==> config.mk <==
export PLATFORM = sky130hd
export DESIGN_NAME = fetch_unit
export DESIGN_NICKNAME = d
export VERILOG_FILES = /design/src/rtl/fetch_unit_pkg.sv /design/src/rtl/fetch_queue.sv /design/src/rtl/fetch_unit.sv
export SDC_FILE = /design/constraint.sdc
export NUM_CORES = 1
export LEC_CHECK = 0
export CAP_MARGIN = 15
export CORE_ASPECT_RATIO = 0.7
export CORE_MARGIN = 1
export CORE_UTILIZATION = 41
export CTS_CLUSTER_DIAMETER = 150
export CTS_CLUSTER_SIZE = 16
export DETAILED_ROUTE_END_ITERATION = 12
export PLACE_DENSITY = 0.66
export SYNTH_ARGS = -nofsm -noshare
export SYNTH_HDL_FRONTEND = slang
export SYNTH_SLANG_ARGS = --single-unit
==> constraint.sdc <==
create_clock -name clk -period 3.56 [get_ports clk]
set_input_delay 0.712 -clock clk [delete_from_list [all_inputs] [get_ports clk]]
set_output_delay 0.712 -clock clk [all_outputs]
set_load 0.01 [all_outputs]
==> src/rtl/fetch_unit_pkg.sv <==
// rtl/fetch_unit_pkg.sv - shared processor widths, opcode field layout and fetch FSM states
package fetch_unit_pkg;

    localparam int PROC_PC_W   = 13;
    localparam int PROC_INST_W = 16;
    localparam int FQ_DEPTH    = 2;

    // Opcode lives in the top nibble of every instruction word
    localparam int            OP_LSB  = 12;
    localparam int            OP_W    = 4;
    localparam logic [OP_W-1:0] OP_HALT = 4'hF;

    typedef enum logic [1:0] {
        ST_RUN    = 2'd0,
        ST_SQUASH = 2'd1,
        ST_HALT   = 2'd2
    } fetch_state_t;

endpackage

==> src/rtl/fetch_queue.sv <==
// rtl/fetch_queue.sv - power-of-two FIFO of {inst, pc} with flush, feeding decode
module fetch_queue #(
    parameter int DEPTH  = 2,
    parameter int INST_W = 16,
    parameter int PC_W   = 13,
    localparam int PTR_W = $clog2(DEPTH),
    localparam int CNT_W = $clog2(DEPTH) + 1
) (
    input  logic              clk,
    input  logic              rst,
    input  logic              push,
    input  logic [INST_W-1:0] push_inst,
    input  logic [PC_W-1:0]   push_pc,
    input  logic              pop,
    input  logic              flush,
    output logic [CNT_W-1:0]  count,
    output logic              head_valid,
    output logic [INST_W-1:0] head_inst,
    output logic [PC_W-1:0]   head_pc
);

    logic [INST_W-1:0] inst_mem [DEPTH];
    logic [PC_W-1:0]   pc_mem   [DEPTH];
    logic [PTR_W-1:0]  wr_ptr;
    logic [PTR_W-1:0]  rd_ptr;
    logic [CNT_W-1:0]  count_q;

    always_ff @(posedge clk or negedge rst) begin
        if (!rst) begin
            wr_ptr  <= '0;
            rd_ptr  <= '0;
            count_q <= '0;
            for (int i = 0; i < DEPTH; i++) begin
                inst_mem[i] <= '0;
                pc_mem[i]   <= '0;
            end
        end else if (flush) begin
            wr_ptr  <= '0;
            rd_ptr  <= '0;
            count_q <= '0;
        end else begin
            if (push) begin
                inst_mem[wr_ptr] <= push_inst;
                pc_mem[wr_ptr]   <= push_pc;
                wr_ptr           <= wr_ptr + PTR_W'(1);
            end
            if (pop) begin
                rd_ptr <= rd_ptr + PTR_W'(1);
            end
            count_q <= count_q + CNT_W'(push) - CNT_W'(pop);
        end
    end

    assign count      = count_q;
    assign head_valid = (count_q != '0);
    assign head_inst  = head_valid ? inst_mem[rd_ptr] : '0;
    assign head_pc    = head_valid ? pc_mem[rd_ptr]   : '0;

endmodule

==> src/rtl/fetch_unit.sv <==
// rtl/fetch_unit.sv - PC owner and instruction fetch FSM with redirect/squash and HALT stop
module fetch_unit
    import fetch_unit_pkg::*;
#(
    parameter int               PC_W     = PROC_PC_W,
    parameter int               INST_W   = PROC_INST_W,
    parameter int               DEPTH    = FQ_DEPTH,
    parameter logic [PC_W-1:0]  RESET_PC = '0,
    parameter logic [OP_W-1:0]  HALT_OP  = OP_HALT
) (
    input  logic              clk,
    input  logic              rst,
    output logic              imem_req,
    output logic [PC_W-1:0]   imem_addr,
    input  logic              imem_ack,
    input  logic [INST_W-1:0] imem_rdata,
    input  logic              redirect,
    input  logic [PC_W-1:0]   redirect_pc,
    output logic              id_valid,
    input  logic              id_ready,
    output logic [INST_W-1:0] id_inst,
    output logic [PC_W-1:0]   id_pc,
    output logic [PC_W-1:0]   id_pc_plus1,
    output logic              halted
);

    localparam int CNT_W = $clog2(DEPTH) + 1;

    fetch_state_t      state_q, state_d;
    logic [PC_W-1:0]   fpc_q, fpc_d;
    logic [PC_W-1:0]   squash_pc_q, squash_pc_d;
    logic              req_raw;
    logic              push;
    logic              pop;
    logic [CNT_W-1:0]  count;
    logic              q_valid;
    logic [INST_W-1:0] q_inst;
    logic [PC_W-1:0]   q_pc;

    always_ff @(posedge clk or negedge rst) begin
        if (!rst) begin
            state_q     <= ST_RUN;
            fpc_q       <= RESET_PC;
            squash_pc_q <= RESET_PC;
        end else begin
            state_q     <= state_d;
            fpc_q       <= fpc_d;
            squash_pc_q <= squash_pc_d;
        end
    end

    always_comb begin
        state_d     = state_q;
        fpc_d       = fpc_q;
        squash_pc_d = squash_pc_q;
        req_raw     = 1'b0;
        imem_addr   = fpc_q;
        push        = 1'b0;

        case (state_q)
            ST_RUN: begin
                // Issue only when a queue slot is free, so an ack can always be pushed
                req_raw = (count < CNT_W'(DEPTH));
                if (req_raw && imem_ack) begin
                    push  = 1'b1;
                    fpc_d = fpc_q + PC_W'(1);
                    if (imem_rdata[OP_LSB +: OP_W] == HALT_OP) begin
                        state_d = ST_HALT;
                    end
                end
            end
            ST_SQUASH: begin
                // Finish the stale read at its original address, then drop its data
                req_raw   = 1'b1;
                imem_addr = squash_pc_q;
                if (imem_ack) begin
                    state_d = ST_RUN;
                end
            end
            ST_HALT: begin
                req_raw = 1'b0;
            end
            default: begin
                state_d = ST_RUN;
            end
        endcase

        imem_req = req_raw && rst;

        if (redirect) begin
            push  = 1'b0;
            fpc_d = redirect_pc;
            if (imem_req && !imem_ack) begin
                state_d     = ST_SQUASH;
                squash_pc_d = imem_addr;
            end else begin
                state_d = ST_RUN;
            end
        end
    end

    assign pop = q_valid && id_ready && !redirect;

    fetch_queue #(
        .DEPTH  (DEPTH),
        .INST_W (INST_W),
        .PC_W   (PC_W)
    ) u_queue (
        .clk        (clk),
        .rst        (rst),
        .push       (push),
        .push_inst  (imem_rdata),
        .push_pc    (fpc_q),
        .pop        (pop),
        .flush      (redirect),
        .count      (count),
        .head_valid (q_valid),
        .head_inst  (q_inst),
        .head_pc    (q_pc)
    );

    assign id_valid    = q_valid;
    assign id_inst     = q_inst;
    assign id_pc       = q_pc;
    assign id_pc_plus1 = q_valid ? q_pc + PC_W'(1) : '0;
    assign halted      = (state_q == ST_HALT);

endmodule

## Word-level counts from Yosys, hierarchy flattened

Cells that the tools add are included.
Widths: inputs -> output; s select.

| operators by class | value |
|---|---|
| add/sub/neg operators | 6 |
| $lt $le $gt $ge | 4 |
| equality and inequality tests | 7 |
| muxes and demuxes | 34 |
| bitwise gates (word level) | 3 |
| reduce and logical (&&, ||, !) cells | 18 |

Operators by type and width:

| operator | count |
|---|---|
| $mux 13 | 10 |
| $mux 16 | 5 |
| $bwmux 32 | 1 |
| $add 13x1->13 const B | 2 |
| $bwmux 26 | 1 |
| $demux 16 s1 | 1 |
| $demux 13 s1 | 1 |
| $mux 2 | 5 |
| $reduce_bool 2->1 | 5 |
| $ne 3x3->1 const B | 3 |
| $mux 1 | 8 |
| $logic_and 1x1->1 | 6 |
| $pmux 2 s3 | 1 |
| $reduce_and 2->1 | 3 |
| $eq 4x4->1 const B | 1 |
| $ge 2x2->1 const B | 2 |
| $not 1->2 | 2 |
| $reduce_and 4->1 | 1 |
| $add 1x1->1 const B | 2 |
| $add 2x1->2 | 1 |
| $eq 2x1->1 const B | 1 |
| $eq 2x2->1 const B | 1 |
| $logic_not 1->1 | 2 |
| $logic_not 2->1 | 1 |
| other kinds (6) | 6 |

| storage, ports and cells | value |
|---|---|
| register bits after elaboration | 90 |
| input port bits | 34 |
| output and inout bits | 58 |

## Logic depth before layout (Yosys ltp)

| logic depth | value |
|---|---|
| depth in word-level cells | 8 |
| gate-level depth with buffers | 11 |
| mapped depth without buffers | 10 |

## By module

A second synthesis with hierarchy kept.

| second synthesis, totals | value |
|---|---|
| cells, all modules | 393 |
| area, all modules | 4621.9 um^2 |

Modules (own cells, without submodules):

| module | instances | cells each | area each (um^2) | sequential area each (um^2) |
|---|---|---|---|---|
| fetch_queue | 1 | 206 | 2802.7 | 1551.5 |
| fetch_unit | 1 | 187 | 1819.2 | 700.7 |

## Worst setup path after synthesis

Ideal clock, no wire load.

| path | value |
|---|---|
| path type | register -> output |
| from | register u_queue.count_q[1], in the netlist u_queue.count[1] |
| to | output port id_pc_plus1[12] |
| data arrival time | 2.505 ns |
| data required time | 2.848 ns |
| slack | 0.343 ns |
| stages on the path, launching flop included | 12 |
| path through | dfrtp_1 -> buf_6 -> nor2_1 -> clkbuf_1 -> buf_1 -> buf_2 -> nor2_1 -> ha_1 -> o21ai_0 -> a211oi_1 -> nand4_1 -> mux2i_1 |

| on the way | value |
|---|---|
| word-level cells in the longest chain between the ends | 4 |

RTL lines:

| item | line | text |
|---|---|---|
| from (decl) | fetch_queue.sv:26 | `logic [CNT_W-1:0] count_q;` |
| from (signal assigned) | fetch_queue.sv:50 | `count_q <= count_q + CNT_W'(push) - CNT_W'(pop);` |
| $reduce_bool 2->1 | fetch_queue.sv:55 | `assign head_valid = (count_q != '0);` |
| $mux 13 | fetch_queue.sv:57 | `assign head_pc = head_valid ? pc_mem[rd_ptr] : '0;` |
| via id_pc[0] | fetch_unit.sv:22 | `output logic [PC_W-1:0] id_pc,` |
| $add 13x1->13 | fetch_unit.sv:125 | `assign id_pc_plus1 = q_valid ? q_pc + PC_W'(1) : '0;` |
| $mux 13 | fetch_unit.sv:125 |  |
| to (decl) | fetch_unit.sv:23 | `output logic [PC_W-1:0] id_pc_plus1,` |

The timed path passes the listed nets, and every way through them passes these cells.

## Final worst setup path

| path | value |
|---|---|
| from | register u_queue.rd_ptr |
| to | output port id_pc_plus1[12] |

| on the way | value |
|---|---|
| word-level cells in the longest chain between the ends | 7 |

RTL lines:

| item | line | text |
|---|---|---|
| from (decl) | fetch_queue.sv:25 | `logic [PTR_W-1:0] rd_ptr;` |
| from (signal assigned) | fetch_queue.sv:48 | `rd_ptr <= rd_ptr + PTR_W'(1);` |
| $not 1->2 (not written as such) | fetch_queue.sv:57 |  |
| $mux 13 (not written as such) (3 in a row) | fetch_queue.sv:57 |  |
| $mux 13 | fetch_queue.sv:57 |  |
| $add 13x1->13 | fetch_unit.sv:125 |  |
| $mux 13 | fetch_unit.sv:125 |  |

No other way between the ends. The select of a mux whose other input is x is not followed.

==> impl_metrics.env <==
export IMPL_hpwlAfterDp_mm=7.94
export IMPL_placed_cells=639
export IMPL_post_dp_cell_area_sq_mm=0.00576
export IMPL_cts_buffers=9
export IMPL_synth_yosys_warnings=0
export IMPL_fin_skew_ps=7.63
export IMPL_critical_path_slowest_cell="sky130_fd_sc_hd__clkdlybuf4s50_1"
export IMPL_critPathMaxFanout=41
export IMPL_detail_route_vias_per_cell=5.16
export IMPL_rr_startpoint="u_queue.count[0]"
export IMPL_required_ps=2850
export IMPL_wl_per_cell_um=16.3
export IMPL_status="completed"
export IMPL_drt_drc_violations_left=0
export IMPL_dr_max_layer_used="met4"
export IMPL_reg2regPathDepth=11
export IMPL_wirelength_met1_mm=5.65
export IMPL_overflow=0
export IMPL_final_critical_path_setup_slack_ps=214
export IMPL_detailedRoute_firstIterationViolations=205
export IMPL_slew_limit_headroom=0.334
export IMPL_first_pass_grt_wire_length_mm=17.4
export IMPL_reg2reg_setup_slack_ps=1080
export IMPL_critical_path_startpoint_type="flop"
export IMPL_root_buffer="sky130_fd_sc_hd__clkbuf_16"
export IMPL_cts_root_to_sink_buffers=2
export IMPL_finalWeightedCongestion=0.780
export IMPL_ys_types=39
export IMPL_via_count=3380
export IMPL_crit_chain="buf_4 -> nand3_1 -> a211oi_2 -> nand4_1 -> mux2i_1 -> clkdlybuf4s50_1"
export IMPL_fin_crit_ps=3350
export IMPL_worst_setup_path_type="flop to output port"
export IMPL_timing_final_setup_violations=0
export IMPL_clkSlewWorstSetupHoldPaths_ps=60
export IMPL_mappedNetlistArea_sq_mm=0.00470
export IMPL_postSynthCellCount=407
export IMPL_drive_gt1_frac=0.239
export IMPL_cts_num_sinks=90
export IMPL_path_delay_family="buffers and inverters"
export IMPL_floorplan_core_area_sq_mm=0.0111
export IMPL_critPathMaxStageDelay_ps=550
export IMPL_hold_viol=0
export IMPL_cp_buffers_inverters=2
export IMPL_static_leakage_power_nw=2.51
export IMPL_r2r_end="u_queue.count[1]"
export IMPL_cts_htree_levels=3
export IMPL_die_area_sq_mm=0.0119
export IMPL_grt_max_degree=80
export IMPL_floorplan_initialDensity=0.424
export IMPL_final_antenna_net_count=0
export IMPL_number_of_nets_at_the_end_of_the_flow=535
export IMPL_fillerInstances=985
export IMPL_average_size_of_a_mapped_cell_sq_um=11.5
export IMPL_crit_arrival_ps=2630
export IMPL_final_cell_count_no_fill=655
export IMPL_place_port_buffers=91
export IMPL_maximum_frequency_from_static_timing_analysis_ghz=0.299
export IMPL_fp_dieW_um=130
export IMPL_first_global_vias=3318
export IMPL_max_cap_violations=0
export IMPL_finish_instance_area_sq_mm=0.00610
export IMPL_final_max_slew_violation_count=0
export IMPL_final_hold_worst_slack_ps=205
export IMPL_rsz0062_at_grt="no"
export IMPL_die_h_um=91.6
export IMPL_synthToLayoutAreaGrowth_pct=29.7
export IMPL_postSynthRegisterBits=90
export IMPL_period_utilization_post_route=0.940
export IMPL_power_density_cell_area_mw_per_mm2=693
export IMPL_met2_length_mm=4.37
export IMPL_ioPinCount=92
export IMPL_worst_ir_drop_vdd_mv=0.302
export IMPL_detail_route_first_pass_iterations=4
export IMPL_mostFrequentLayoutCells="sky130_fd_sc_hd__clkdlybuf4s50_1 (90), sky130_fd_sc_hd__dfrtp_1 (89), sky130_fd_sc_hd__mux2_2 (72)"
export IMPL_max_slew_worst_pin_slew_ps=999
export IMPL_n_antenna_cell=0
export IMPL_pre_cts_worst_setup_slack_ps=479
export IMPL_timing_hold_worst_class="primary input to asynchronous set/reset pin"
export IMPL_syn_nets=445
export IMPL_clock_insertion_delay_worst_skew_ps=340
export IMPL_tritoncts="yes"
export IMPL_timing_setup_tns_ps=0
export IMPL_crit_path_end_kind="output port"
export IMPL_route_met3_wl_um=569
export IMPL_detail_route_wirelength_mm=10.7
export IMPL_most_frequent_standard_cell_in_the_layout_excluding_fill_and_tap_cells="sky130_fd_sc_hd__clkdlybuf4s50_1"
export IMPL_grt_antenna_before_repair=0
export IMPL_rows=32
export IMPL_sequential_share_of_the_synthesized_area=0.479
export IMPL_gr_usage_all_layers=0.194
[flip-flops by register name (all words and copies together), names as in the netlist]
signal / cells
squash_pc_q: 13
u_queue.pc_mem: 26
fpc_q: 13
u_queue.count: 2
state_q: 2
u_queue.wr_ptr: 1
u_queue.rd_ptr: 1
u_queue.inst_mem: 32
[stage by stage]
| step | utilization | power, W |
|---|---|---|
| detailed placement | 0.519 | 0.00322 |
| floorplan | - | 0.00258 |
| global route | 0.550 | 0.00449 |
| CTS | 0.549 | 0.00427 |
| finish | 0.550 | 0.00423 |
| global placement | 0.519 | 0.00315 |
[Yosys cell counts]
cell                        n  area share
sky130_fd_sc_hd__a221oi_1   1      0.0019
sky130_fd_sc_hd__nor3b_1    1      0.0016
sky130_fd_sc_hd__nor3_4     1      0.0035
sky130_fd_sc_hd__nor2_4     1      0.0024
sky130_fd_sc_hd__nand3b_1   8       0.013
sky130_fd_sc_hd__nor2_1    39       0.031
sky130_fd_sc_hd__nor2b_1    4      0.0053
sky130_fd_sc_hd__ha_1       4       0.011
sky130_fd_sc_hd__or4b_4     1      0.0029
sky130_fd_sc_hd__and2_1     2      0.0027
sky130_fd_sc_hd__nor4b_2    1      0.0032
sky130_fd_sc_hd__mux2_4    10       0.032
sky130_fd_sc_hd__nor4_1     3      0.0040
sky130_fd_sc_hd__a22oi_1    1      0.0016
sky130_fd_sc_hd__a21oi_1    5      0.0053
sky130_fd_sc_hd__mux2i_1   29       0.062
sky130_fd_sc_hd__o21ai_0   15       0.016
sky130_fd_sc_hd__clkbuf_1   8      0.0064
sky130_fd_sc_hd__and3_1     2      0.0027
sky130_fd_sc_hd__nor3_2     1      0.0021
sky130_fd_sc_hd__nand2_2    1      0.0013
sky130_fd_sc_hd__nand4_1    6      0.0080
sky130_fd_sc_hd__xor2_1     6       0.011
sky130_fd_sc_hd__buf_6      5       0.012
sky130_fd_sc_hd__buf_4      1      0.0016
sky130_fd_sc_hd__nand2_1   27       0.022
sky130_fd_sc_hd__a211oi_1   3      0.0048
sky130_fd_sc_hd__a311o_1    1      0.0021
sky130_fd_sc_hd__buf_2      8      0.0085
sky130_fd_sc_hd__buf_1      2      0.0016
sky130_fd_sc_hd__nand3_1   16       0.017
sky130_fd_sc_hd__nand2b_1   3      0.0040
sky130_fd_sc_hd__mux2_2    72        0.17
sky130_fd_sc_hd__inv_1      7      0.0056
sky130_fd_sc_hd__xnor2_1   17       0.032
sky130_fd_sc_hd__a211o_1    1      0.0019
sky130_fd_sc_hd__dfrtp_1   90        0.48
sky130_fd_sc_hd__nor3_1     2      0.0021
sky130_fd_sc_hd__and4_1     2      0.0037
[area by class of cell]
cell class	count	area, sq um	share of cell area
clock buffer	10	239	0.0392
clock inverter	6	93.8	0.0154
inverter	7	26.3	0.00431
tap	153	191	0.0314
sequential	90	2250	0.370
timing repair buffer	103	998	0.164
multi-input combinational	286	2290	0.376
[per-layer routing]
layer | GRT usage | vias up
li1 | - | 1608
met1 | 0.297 | 1663
met2 | 0.271 | 98
met3 | 0.0418 | 11
met4 | 0.0523 | 0
met5 | 0 | -
[what timing repair did]
action | in CTS | in global routing
buffers inserted | 0 | 0
endpoints found under the setup margin | 0 | 3
hold buffers | 0 | 0
gates resized for setup | 0 | 1
[cell families after synthesis]
group,share of synthesized area
compound gates,0.0335
buf+inv,0.0357
flops,0.479
fa+ha+maj,0.0106
simple gates,0.132
mux,0.266
xor+xnor,0.0429
[report_power, final]
group / leakage [nW] / internal [W] / switching (W)
Combinational: 1.25 / 0.000861 / 0.000635
Clock: 0.160 / 0.000641 / 0.000397
Sequential: 1.10 / 0.00141 / 0.000280
[how the worst max path moves through the flow]
stage,startpoint,to,slack (ps),depth (start not counted)
after global placement,u_queue.rd_ptr,id_pc_plus1[12],490,6
after floorplan,u_queue.count[1],id_pc_plus1[12],340,11
after global routing,u_queue.rd_ptr,id_pc_plus1[11],30,6
after detailed placement,u_queue.rd_ptr,id_pc_plus1[12],480,6
after CTS,u_queue.rd_ptr,id_pc_plus1[12],90,6
final,u_queue.rd_ptr,id_pc_plus1[12],210,6
No activity file was read; power rests on OpenSTA's default activity.
